<file path="src/rtl/dut_pkg.sv">
// Shared constants for the dut register map and FIFO sizing.
package dut_pkg;

    localparam int unsigned ADDR_W             = 3;
    localparam int unsigned DEFAULT_FIFO_DEPTH = 2;

    localparam logic [ADDR_W-1:0] ADDR_A_STATUS = 3'd0;
    localparam logic [ADDR_W-1:0] ADDR_B_STATUS = 3'd1;
    localparam logic [ADDR_W-1:0] ADDR_Y_STATUS = 3'd2;
    localparam logic [ADDR_W-1:0] ADDR_Y_DATA   = 3'd3;
    localparam logic [ADDR_W-1:0] ADDR_A_DATA   = 3'd4;
    localparam logic [ADDR_W-1:0] ADDR_B_DATA   = 3'd5;

endpackage

</file>
<file path="src/rtl/dut_fifo.sv">
// 1-bit synchronous FIFO with asynchronous active-high clear.
module dut_fifo #(
    parameter int unsigned Depth = 2
) (
    input  logic clk_i,
    input  logic clr_i,
    input  logic enq_i,
    input  logic data_i,
    input  logic deq_i,
    output logic full_o,
    output logic empty_o,
    output logic head_o
);

    localparam int unsigned PtrW = (Depth > 1) ? $clog2(Depth) : 1;
    localparam int unsigned CntW = $clog2(Depth + 1);

    logic [Depth-1:0] mem_q;
    logic [PtrW-1:0]  wptr_q, wptr_d;
    logic [PtrW-1:0]  rptr_q, rptr_d;
    logic [CntW-1:0]  cnt_q, cnt_d;
    logic             enq_ok, deq_ok;

    assign full_o  = (cnt_q == CntW'(Depth));
    assign empty_o = (cnt_q == '0);
    assign head_o  = empty_o ? 1'b0 : mem_q[rptr_q];

    // Full/empty are judged on pre-edge state, so a same-edge deq never makes room for an enq.
    assign enq_ok = enq_i && !full_o;
    assign deq_ok = deq_i && !empty_o;

    always_comb begin
        wptr_d = wptr_q;
        rptr_d = rptr_q;
        cnt_d  = cnt_q;
        if (enq_ok) begin
            wptr_d = (wptr_q == PtrW'(Depth - 1)) ? '0 : wptr_q + 1'b1;
        end
        if (deq_ok) begin
            rptr_d = (rptr_q == PtrW'(Depth - 1)) ? '0 : rptr_q + 1'b1;
        end
        case ({enq_ok, deq_ok})
            2'b10:   cnt_d = cnt_q + 1'b1;
            2'b01:   cnt_d = cnt_q - 1'b1;
            default: cnt_d = cnt_q;
        endcase
    end

    always_ff @(posedge clk_i or posedge clr_i) begin
        if (clr_i) begin
            mem_q  <= '0;
            wptr_q <= '0;
            rptr_q <= '0;
            cnt_q  <= '0;
        end else begin
            if (enq_ok) begin
                mem_q[wptr_q] <= data_i;
            end
            wptr_q <= wptr_d;
            rptr_q <= rptr_d;
            cnt_q  <= cnt_d;
        end
    end

endmodule

</file>
<file path="src/rtl/dut.sv">
// Two input FIFOs feeding an OR stage into an output FIFO, behind a small register map.
module dut
    import dut_pkg::*;
#(
    parameter int unsigned FIFO_DEPTH = DEFAULT_FIFO_DEPTH
) (
    input  logic              CLK,
    input  logic              RST_N,
    input  logic [ADDR_W-1:0] write_address,
    input  logic              write_data,
    input  logic              write_en,
    output logic              write_rdy,
    input  logic [ADDR_W-1:0] read_address,
    input  logic              read_en,
    output logic              read_data,
    output logic              read_rdy
);

    logic a_full, a_empty, a_head;
    logic b_full, b_empty, b_head;
    logic y_full, y_empty, y_head;
    logic a_enq, b_enq, y_deq, compute;

    // RST_N is active-high despite its name.
    assign write_rdy = !RST_N;
    assign read_rdy  = !RST_N;

    assign a_enq   = write_en && (write_address == ADDR_A_DATA);
    assign b_enq   = write_en && (write_address == ADDR_B_DATA);
    assign y_deq   = read_en && (read_address == ADDR_Y_DATA);
    assign compute = !a_empty && !b_empty && !y_full;

    dut_fifo #(.Depth(FIFO_DEPTH)) u_a_ff (
        .clk_i   (CLK),
        .clr_i   (RST_N),
        .enq_i   (a_enq),
        .data_i  (write_data),
        .deq_i   (compute),
        .full_o  (a_full),
        .empty_o (a_empty),
        .head_o  (a_head)
    );

    dut_fifo #(.Depth(FIFO_DEPTH)) u_b_ff (
        .clk_i   (CLK),
        .clr_i   (RST_N),
        .enq_i   (b_enq),
        .data_i  (write_data),
        .deq_i   (compute),
        .full_o  (b_full),
        .empty_o (b_empty),
        .head_o  (b_head)
    );

    dut_fifo #(.Depth(FIFO_DEPTH)) u_y_ff (
        .clk_i   (CLK),
        .clr_i   (RST_N),
        .enq_i   (compute),
        .data_i  (a_head | b_head),
        .deq_i   (y_deq),
        .full_o  (y_full),
        .empty_o (y_empty),
        .head_o  (y_head)
    );

    always_comb begin
        read_data = 1'b0;
        case (read_address)
            ADDR_A_STATUS: read_data = !a_full;
            ADDR_B_STATUS: read_data = !b_full;
            ADDR_Y_STATUS: read_data = !y_empty;
            ADDR_Y_DATA:   read_data = y_head;
            default:       read_data = 1'b0;
        endcase
    end

endmodule

</file>
<file path="config.mk">
export PLATFORM = sky130hd
export DESIGN_NAME = dut
export DESIGN_NICKNAME = d
export VERILOG_FILES = /design/src/rtl/dut_pkg.sv /design/src/rtl/dut_fifo.sv /design/src/rtl/dut.sv
export SDC_FILE = /design/constraint.sdc
export NUM_CORES = 1
export LEC_CHECK = 0
export BUFFER_PORTS_ARGS = -buffer_cell sky130_fd_sc_hd__buf_2
export CORE_UTILIZATION = 54
export CTS_CLUSTER_DIAMETER = 150
export DETAILED_ROUTE_END_ITERATION = 16
export PLACE_DENSITY = 0.76
export SETUP_SLACK_MARGIN = 0.2
export SYNTH_ARGS = -nofsm -noshare
export SYNTH_HDL_FRONTEND = slang
export SYNTH_SLANG_ARGS = --single-unit
export TNS_END_PERCENT = 1
</file>
<file path="constraint.sdc">
create_clock -name CLK -period 2.3 [get_ports CLK]
set_input_delay 0.345 -clock CLK [delete_from_list [all_inputs] [get_ports CLK]]
set_output_delay 0.345 -clock CLK [all_outputs]
set_load 0.01 [all_outputs]
</file>
==> results.ini <==
[outcome]
status=finished, final reports clean

[sta]
tightestPinTransition_ns=0.351
max_freq_mhz=528
fin_skew_ns=0.00274
fin_crit_sh_pct=82.4
hold_violations=0
finalSetupViolCount=0
period_needed_ns=1.89
rsz0062_at_grt=false
maxSlewHeadroom_pct=76.5
setup_tns_ns=0
slew_violations=0

[place]
hpwl_um=1230
gp_congestion=0.728
port_buffers=13

[floorplanning]
rows=14
core_area_um2=1580
start_util_pct=60.2
ios=14
die_x_um=43.9
die_y_um=43.9
die-area_um2=1930

[critical_path]
critPathMaxFanout=4
startpoint_type=flip-flop
worst-r2r-setup-slack_ns=0.60
worstRegToRegCells=5
end_kind=output port
cp.required_ns=1.96
worstReg2RegEnd=u_a_ff.cnt_q[1]
critPathKind=reg2out
worstPathArrival_ns=1.55
timing.rr.start=u_a_ff.cnt_q[1]

[yosys]
synth_flop_cell=dfrtp_1
synth_cell_types=27
syn_nets=88
synth_area_um2=950
synth_cells=74
synth_edf_count=0
synth-seq-cells=18
seq_area_frac_synth_pct=47.4
avgSynthCellArea_um2=12.8
async_reset_ff_share_pct=100
synth-warning-count=0

[routing]
wl_per_cell_um=15.2
num_vias=593
viasPerCell=5.49
detail-route-antenna-nets=0
drc=0
first_pass_iters=4
wl_um=1640
drt_iter0_drc=11

[min_path]
hold_path.class=in2reg
hold_path_depth=2
min-delay-start=write_data
holdPathEnd=u_a_ff.mem_q[0]

[clocking]
cts_sinks=18
cts_inserted_buffers=3
clockRootBuffer=clkbuf_4
worstSkewPairLatency_ns=0.29
cts_resized=0
clock_path_buffers=2
htreeDepth=1
clkTransAtPathRegs_ns=0.11
cts_tree=yes

[pwr]
power.density_nw_per_um2=1430
vdd_drop_max_uv=1010
p_leak_nw=0.501

[global_routing]
grt_pass1_vias=604
antenna_found_initial=0
grt_pass1_wl_um=2680
grt_max_degree=16
grt.overflow.total=0
grt.total_usage_pct=19.8

[finish]
final_util_pct=68.6
fillers=135
final_common_cell=dfrtp_1
synthToLayoutAreaGrowth_pct=13.8
antennaDiodeCount=0
drive_gt1_share_pct=31.5
layout_common_cells=18 x dfrtp_1, 13 x buf_2, 7 x xor2_1, 7 x xnor2_1, 6 x mux2_1
layout.nets=107

[run]
cap_violations=0

cell families (layout without fill, tap and decap cells):
logic type | count (synthesis) | count (layout) | synth area share, %
XOR/XNOR | 15 | 15 | 14.6
flip-flops | 18 | 18 | 47.4
multiplexers | 10 | 10 | 11.5
buffers and inverters | 3 | 21 | 1.58
adder cells (fa/ha/maj) | 3 | 3 | 3.95
AND/OR/NAND/NOR | 21 | 21 | 17.4
AO/OA/AOI/OAI | 4 | 4 | 3.56
worst max-delay path, cell delays in order, from the launching register on:
cell     delay, ns
dfrtp_1       0.42
nor2b_1       0.20
mux2_2        0.28
o31ai_1       0.19
buf_2         0.17
synthesized netlist by cell type, types with 2 or more instances:
master	number	area, µm²
nor4b_2	2	30.0
dfrtp_1	18	450
ha_1	3	37.5
inv_1	2	7.51
mux2_1	6	67.6
xnor2_1	7	61.3
nand2_1	2	7.51
nor2b_2	2	17.5
nor2_1	5	18.8
mux2i_1	3	30.0
nor3_1	2	10.0
xor2_1	7	61.3
layer usage:
layer  wire length [µm]  share of wire (%)  up-vias  track usage (%)
met5                  0                  0        -                0
met4                 30                1.8        0             11.5
met3                 46                2.8        4             4.58
met2                786                 48        8             31.0
met1                777                 47      290             24.9
li1                   -                  -      291                -
worst max-delay path by stage:
stage | slack [ns] | from | end | cells after the start
2_1_floorplan | 0.69 | u_b_ff.cnt_q[1] | u_b_ff.cnt_q[1] | 5
3_3_place_gp | 0.56 | write_address[1] | u_a_ff.cnt_q[1] | 6
3_5_place_dp | 0.55 | write_address[1] | u_a_ff.cnt_q[1] | 6
4_1_cts | 0.40 | u_b_ff.cnt_q[1] | read_data | 4
5_1_grt | 0.37 | u_a_ff.cnt_q[1] | read_data | 4
6_report | 0.41 | u_a_ff.cnt_q[1] | read_data | 4
metrics by stage:
stage	setup slack [ns]	hold WS [ns]	instance area, µm²	total power [W]	instances
2_1_floorplan	0.687	0.327	950	0.00120	74
6_report	0.406	0.310	1080	0.00155	108
3_5_place_dp	0.545	0.258	1030	0.00134	103
5_1_grt	0.370	0.297	1080	0.00167	108
3_3_place_gp	0.561	0.258	1030	0.00132	103
4_1_cts	0.396	0.300	1080	0.00156	108
cell type report:
type | instances | area [µm²] | share of cell area (%)
Clock buffer | 4 | 36.3 | 3.36
Inverter | 2 | 7.51 | 0.694
Multi-Input combinational cell | 53 | 484 | 44.8
Sequential cell | 18 | 450 | 41.7
Tap cell | 16 | 20.0 | 1.85
Timing Repair Buffer | 15 | 82.6 | 7.64
power breakdown:
| group | switching [W] | internal, W | leakage (nW) |
|---|---|---|---|
| Clock | 0.000102 | 0.0000964 | 0.0210 |
| Combinational | 0.000336 | 0.000365 | 0.266 |
| Sequential | 0.000152 | 0.000494 | 0.213 |
repair_timing:
action                                  in CTS  in global routing
endpoints found under the setup margin       0                  0
buffers inserted                             0                  0
hold buffers                                 1                  0
hold endpoints to repair                     3                  0
registers in the layout, indices dropped and copies added (netlist names):
register / cells
u_a_ff.cnt_q: 2
u_a_ff.mem_q: 2
u_b_ff.cnt_q: 2
u_b_ff.mem_q: 2
u_y_ff.cnt_q: 2
u_y_ff.mem_q: 2
u_a_ff.rptr_q: 1
u_a_ff.wptr_q: 1
u_b_ff.rptr_q: 1
u_b_ff.wptr_q: 1
u_y_ff.rptr_q: 1
u_y_ff.wptr_q: 1
(Power assumes the default switching activity.)
